## config.mk

```make
export PLATFORM = sky130hd
export DESIGN_NAME = div_result_stage
export DESIGN_NICKNAME = d
export VERILOG_FILES = /design/src/rtl/div_result_stage.sv
export SDC_FILE = /design/constraint.sdc
export NUM_CORES = 1
export LEC_CHECK = 0
export ABC_AREA = 0
export BUFFER_PORTS_ARGS = -buffer_cell sky130_fd_sc_hd__buf_2
export CORE_MARGIN = 10
export CORE_UTILIZATION = 48
export DETAILED_ROUTE_END_ITERATION = 16
export HOLD_SLACK_MARGIN = 0.02
export PLACE_DENSITY = 0.83
export SLEW_MARGIN = 25
export SYNTH_ARGS = -nofsm -noshare
export SYNTH_HDL_FRONTEND = slang
export SYNTH_SLANG_ARGS = --single-unit
```

## constraint.sdc

```tcl
create_clock -name clock -period 2.9 [get_ports clock]
set_input_delay 0.29 -clock clock [delete_from_list [all_inputs] [get_ports clock]]
set_output_delay 0.29 -clock clock [all_outputs]
set_load 0.02 [all_outputs]
```

## src/rtl/div_result_stage.sv

```systemverilog
// div_result_stage: holds operands on an external combinational divider for a fixed
// settle window, then captures quotient/remainder into LO/HI and pulses done.
module div_result_stage #(
   parameter int WIDTH         = 32,
   parameter int SETTLE_CYCLES = 4
) (
   input  logic             clock,
   input  logic             clear,
   input  logic             start,
   input  logic [WIDTH-1:0] a_in,
   input  logic [WIDTH-1:0] b_in,
   output logic [WIDTH-1:0] div_a,
   output logic [WIDTH-1:0] div_b,
   input  logic [WIDTH-1:0] div_q,
   input  logic [WIDTH-1:0] div_r,
   output logic [WIDTH-1:0] lo_out,
   output logic [WIDTH-1:0] hi_out,
   output logic             busy,
   output logic             done,
   output logic             div_by_zero
);
   localparam int CW = $clog2(SETTLE_CYCLES) + 1;
   typedef enum logic {IDLE, SETTLE} state_t;
   state_t           state_q, state_d;
   logic [CW-1:0]    count_q, count_d;
   logic [WIDTH-1:0] a_q, a_d, b_q, b_d, lo_q, lo_d, hi_q, hi_d;
   logic             done_q, done_d, dbz_q, dbz_d;
   always_ff @(posedge clock) begin
      if (clear) begin
         state_q <= IDLE;
         count_q <= '0;
         a_q     <= '0;
         b_q     <= '0;
         lo_q    <= '0;
         hi_q    <= '0;
         done_q  <= 1'b0;
         dbz_q   <= 1'b0;
      end else begin
         state_q <= state_d;
         count_q <= count_d;
         a_q     <= a_d;
         b_q     <= b_d;
         lo_q    <= lo_d;
         hi_q    <= hi_d;
         done_q  <= done_d;
         dbz_q   <= dbz_d;
      end
   end
   // Operands change only on an accepted start, which keeps the divider path stable.
   always_comb begin
      state_d = state_q;
      count_d = count_q;
      a_d     = a_q;
      b_d     = b_q;
      lo_d    = lo_q;
      hi_d    = hi_q;
      dbz_d   = dbz_q;
      done_d  = 1'b0;
      if (state_q == IDLE && start) begin
         a_d     = a_in;
         b_d     = b_in;
         count_d = CW'(SETTLE_CYCLES - 1);
         state_d = SETTLE;
      end else if (state_q == SETTLE) begin
         if (count_q != '0) begin
            count_d = count_q - 1'b1;
         end else begin
            lo_d    = div_q;
            hi_d    = div_r;
            dbz_d   = (b_q == '0);
            done_d  = 1'b1;
            state_d = IDLE;
         end
      end
   end
   always_comb begin
      busy        = (state_q == SETTLE);
      done        = done_q;
      div_by_zero = dbz_q;
      div_a       = a_q;
      div_b       = b_q;
      lo_out      = lo_q;
      hi_out      = hi_q;
   end
endmodule

```

==> flow_metrics.tcl, run 1 <==
set metrics [dict create \
    cp.arrival_ns 2.27 \
    cpLargestDelayFamily "buffers and inverters" \
    maxSlewViolCount 0 \
    synth_nets 727 \
    synthCells 594 \
    final_cell_mix "buf_2, nand2_1, dfxtp_1" \
    numClockSinks 134 \
    wl_met1_microns 6910 \
    worst_path_max_delay_cell "buf_4" \
    yosysTopAreaCellShare 0.558 \
    dp_hpwl_microns 11200 \
    ys_seq_elements 134 \
    worstSetupStartpointType "flip-flop" \
    synth_top_area_cell "dfxtp_1" \
    grt_max_degree 75 \
    coreArea_sq_mm 0.00977 \
    rrSetupSlack_ns 1.03 \
    die_h_microns 120 \
    area_growth_pct 59.6 \
    worst_slew_pin_slew_ns 0.715 \
    wl_met2_microns 9480 \
    clock_latency_ns 0.49 \
    end_kind "flip-flop" \
    crit_chain "inv_1 > ha_1 > nand3b_2 > buf_4 > nand2_1 > a21oi_1" \
    hold_path_class "in2reg" \
    rows 36 \
    drive_gt1_frac 0.334 \
    cts.reportedPaths.clkPinSlew_ns 0.06 \
    ant_nets 0 \
    rsz0062_at_grt "no" \
    wl_per_cell_microns 17.7 \
    setup-violations-final 0 \
    antenna_found_initial 4 \
    cts_tree "yes" \
    cellPowerDensity_mw_per_mm2 669 \
    cts-resized-gates 0 \
    drc 0 \
    slowest_delay_ns 0.43 \
    leakage_nw 3.54 \
    post-place-cells 951 \
    crit_type "reg2reg" \
    stdcell_count 1076 \
    maxCapViolations 0 \
    layout_commonest_cell "buf_2" \
    synth.distinct_cells 25 \
    critPathRequiredTime_ns 3.30 \
    syn-mean-instance-area_sq_um 8.10 \
    yosys-top-cells-area "dfxtp_1, nand2_1, a21oi_1" \
    fin_skew_ns 0.0110 \
    viasPerCell 5.07 \
    slew_headroom 0.523 \
    port-buffer-count 261 \
    grt_overflow_total 0 \
    ir_drop_v 0.000430 \
    place.gp.congestion 0.816 \
    grt_pass1_vias 5498 \
    grt_first_pass_wirelength_microns 29500 \
    dr.pass1.iters 5 \
    netlist_area_sq_mm 0.00481 \
    hold_viol_final 0 \
    cts_max_level 4 \
    clockBufferDepth 2 \
    min_period_ns 1.87 \
    wirelength_microns 19100 \
    highest_layer "met4" \
    fin_setup_tns_ns 0 \
    die_area_sq_mm 0.0144 \
    yosysWarnings 0 \
    timing.final.crit_share 0.644 \
    fmax_mhz 536 \
    nFillCells 604 \
    grt_usage 0.253 \
    drt-initial-drc-count 550 \
    nets 1060 \
    cts_buffers 17 \
    synth_seq_area_share 0.558 \
    wl_met3_microns 2170 \
    worst-path-buf-inv 2 \
    path_max_fanout 36 \
    die_x_microns 120 \
    start_util 0.492 \
    run_status "finished clean" \
    route.vias.total 5456 \
    ios 262 \
    cts-root-buf "clkbuf_8" \
]
[logic make-up (layout without fill, tap and decap cells)]
logic type | Yosys count | in the layout | share of synthesized area
DFF | 134 | 134 | 0.558
adders and majority gates | 2 | 2 | 0.00520
AOI/OAI and AO/OA | 134 | 134 | 0.152
other | 0 | 4 | 0
buffers and inverters | 46 | 391 | 0.0549
and+or+nand+nor | 278 | 278 | 0.230
[power by group]
part / total [W] / switching [W] / internal (W)
sequential: 0.00202 / 0.0000686 / 0.00195
combinational: 0.000774 / 0.000459 / 0.000314
clock: 0.00234 / 0.000790 / 0.00155
total: 0.00514 / 0.00132 / 0.00382
[through the flow]
step,setup slack (ns),instance area [sq um],utilization,power (W),hold WS (ns)
2_1_floorplan,1.60,4810,-,0.00246,0.426
3_3_place_gp,1.18,6120,0.626,0.00270,0.438
3_5_place_dp,1.16,6120,0.626,0.00271,0.443
4_1_cts,1.09,7670,0.785,0.00513,0.0209
5_1_grt,0.887,7680,0.786,0.00532,0.0243
6_report,1.03,7680,0.786,0.00514,0.0410
[per-layer routing]
layer	vias to the layer above	GRT usage
met5	-	0
met4	0	0.0928
met3	42	0.102
met2	335	0.440
met1	2478	0.271
li1	2601	-
[final cells by class]
cell class / instances / area [sq um] / area share
repair buffers: 358 / 2290 / 0.298
well taps: 133 / 166 / 0.0217
inverters: 2 / 7.51 / 0.000978
clock buffers: 20 / 455 / 0.0593
multi-input cells: 414 / 1870 / 0.244
diodes: 4 / 10.0 / 0.00130
flip-flops and latches: 134 / 2680 / 0.349
clock inverters: 11 / 198 / 0.0257
[cells in the mapped netlist]
cell / number
nand2_1: 258
inv_1: 2
nor4bb_1: 1
dfxtp_1: 134
clkbuf_1: 18
nor4_1: 8
and3_1: 1
nor2b_1: 1
a31oi_1: 1
nand2b_4: 1
a211oi_1: 1
a21oi_2: 10
nand4_1: 2
buf_4: 16
ha_1: 2
a311oi_1: 2
nand3b_2: 1
and3b_1: 1
buf_2: 7
nor2_1: 2
a21oi_1: 119
o41ai_2: 1
nand2b_1: 1
nand3b_1: 1
buf_6: 3
[worst min-delay path, delay by kind of cell]
family          cells  cell delay [ns]
simple gates        1             0.05
compound gates      1             0.05
buf+inv             1             0.10
[path summary, 6_finish.rpt]
kind,start,end,cells past startpoint
worst max-delay path,count_q[0],hi_out[23],6
worst min-delay path,b_in[27],div_b[27],3
worst max register to register,count_q[0],hi_out[23],6
worst min register to register,div_a[20],div_a[20],2
[sequential cells by signal, indices dropped and copies added, names as in the netlist]
register     cells
count_q          3
div_a           32
busy             1
hi_out          32
done             1
div_by_zero      1
div_b           32
lo_out          32
[timing repair]
action,in CTS,in global routing
buffers inserted,0,0
hold buffers,90,0
hold endpoints to repair,90,0
setup endpoints to repair,0,0
Note: power is estimated with default switching activity, not from simulation.
==> inputs of run 2 (changes only) <==
- CORE_UTILIZATION: 48 -> 44
- PLACE_DENSITY: 0.83 -> 0.77
- clock period: 2.9 -> 1.88 ns (I/O delays scaled with it)
==> run 2 against run 1 <==
Net effect: global-route usage shrank 1.7 points; clock skew shrank 0.0044 ns; fmax grew 22%; sequential power grew 54%; via count grew 4.0%; critical endpoint is now lo_out[22]; largest power group unchanged; critical path type unchanged; sequential cell count is the same; combinational power grew 67%.
==> flow_metrics.tcl, run 2 (synthesis results as in run 1) <==
set metrics [dict create \
    seqPwrFrac 0.413 \
    rrSetupSlack_ns 0.35 \
    maxCapViolations 0 \
    slew_headroom 0.617 \
    port-buffer-count 261 \
    cts-root-buf "clkbuf_8" \
    drive_gt1_frac 0.326 \
    ios 262 \
    cts_tree "yes" \
    die_area_sq_mm 0.0155 \
    timing.final.crit_share 0.814 \
    path_max_fanout 64 \
    setup-violations-final 0 \
    numClockSinks 134 \
    hold_viol_final 0 \
    grt_overflow_total 0 \
    run_status "finished clean" \
    route.vias.total 5673 \
    grt_max_degree 65 \
    grt_pass1_vias 5785 \
    ant_nets 0 \
    ff_latch_area_sq_mm 0.00268 \
    maxSlewViolCount 0 \
    rows 38 \
    p_clk_frac 0.416 \
    area_growth_pct 67.4 \
    fin_setup_tns_ns 0 \
    drt-initial-drc-count 523 \
    cts_max_level 4 \
    hold_path_class "in2reg" \
    viasPerCell 5.04 \
    rsz0062_at_grt "no" \
    cp.arrival_ns 1.98 \
    dp_hpwl_microns 11100 \
    grt_first_pass_wirelength_microns 30200 \
    nets 1103 \
    nFillCells 673 \
    fin_skew_ns 0.00655 \
    clockBufferDepth 2 \
    worst_slew_pin_slew_ns 0.575 \
    cellPowerDensity_mw_per_mm2 936 \
    min_period_ns 1.53 \
    leakage_nw 3.72 \
    wl_per_cell_microns 17.0 \
    end_kind "flip-flop" \
    place.gp.congestion 0.838 \
    internal-power_w 0.00552 \
    stdcell_count 1125 \
    grt_usage 0.236 \
    crit_type "reg2reg" \
    swShare 0.268 \
    clock_latency_ns 0.53 \
    critPathRequiredTime_ns 2.33 \
    fmax_mhz 654 \
    die_x_microns 125 \
    combPwrFrac 0.171 \
    coreArea_sq_mm 0.0108 \
    worstSetupStartpointType "flip-flop" \
    layout_commonest_cell "buf_2" \
    antenna_found_initial 2 \
    multi_input_area_sq_mm 0.00187 \
    post-place-cells 963 \
    cts_buffers 17 \
    wirelength_microns 19100 \
    drc 0 \
    switchingPower_w 0.00202 \
    die_h_microns 125 \
    start_util 0.446 \
    ir_drop_v 0.000651 \
    cts.reportedPaths.clkPinSlew_ns 0.06 \
    final_cell_mix "buf_2, nand2_1, dfxtp_1" \
    dr.pass1.iters 8 \
]
-- run 2: changes by cell type in the layout (fill, tap and decap cells not counted) --
cell,change
buf_4,+2
bufinv_16,-4
clkbuf_8,+3
diode_2,-2
dlygate4sd3_1,+38
buf_12,+3
clkinv_4,-2
clkinv_2,+7
clkinvlp_4,-3
-- run 2: routing by layer --
layer,track usage,vias up,share of wire
li1,-,2687,-
met1,0.244,2606,0.36
met2,0.397,316,0.49
met3,0.0983,64,0.11
met4,0.133,0,0.040
met5,0,-,0
-- run 2: what timing repair did --
action | in CTS | in global routing
buffers inserted | 0 | 0
hold buffers | 128 | 0
gates resized for setup | 0 | 0
hold endpoints to repair | 128 | 0
-- run 2: through the flow --
stage | setup slack [ns] | cell area, sq um | total power, W | utilization | hold WS (ns)
detailed placement | 0.422 | 6200 | 0.00420 | 0.574 | 0.433
global route | 0.248 | 8060 | 0.00782 | 0.746 | 0.0900
floorplan | 0.579 | 4810 | 0.00379 | - | 0.324
global placement | 0.472 | 6200 | 0.00419 | 0.574 | 0.428
CTS | 0.338 | 8050 | 0.00755 | 0.746 | 0.0702
finish | 0.351 | 8060 | 0.00754 | 0.746 | 0.0835
-- run 2: path summary, 6_finish.rpt --
kind / start / to / cells after the start
setup / recovery: count_q[0] / lo_out[22] / 6
hold / removal: start / busy / 3
setup reg to reg: count_q[0] / lo_out[22] / 6
hold reg to reg: hi_out[27] / hi_out[27] / 2
-- run 2: power by group through the flow --
stage	sequential [W]	clock [W]	combinational, W
finish	0.00311	0.00314	0.00129
global placement	0.00316	0	0.00103
detailed placement	0.00317	0	0.00104
global route	0.00313	0.00330	0.00138
floorplan	0.00336	0	0.000436
CTS	0.00311	0.00319	0.00125
-- run 2: cell type report --
class	count	share of cell area
Timing Repair Buffer	401	0.340
Inverter	2	0.000932
Clock inverter	9	0.00901
Clock buffer	23	0.0617
Tap cell	140	0.0217
Multi-Input combinational cell	414	0.233
Sequential cell	134	0.333
Antenna cell	2	0.000621
-- run 2: critical path, cell delays in order, from the launching register on --
cell	delay [ns]
dfxtp_1	0.35
inv_1	0.07
ha_1	0.24
nand3b_2	0.16
buf_12	0.28
nand2_1	0.13
a21oi_1	0.19
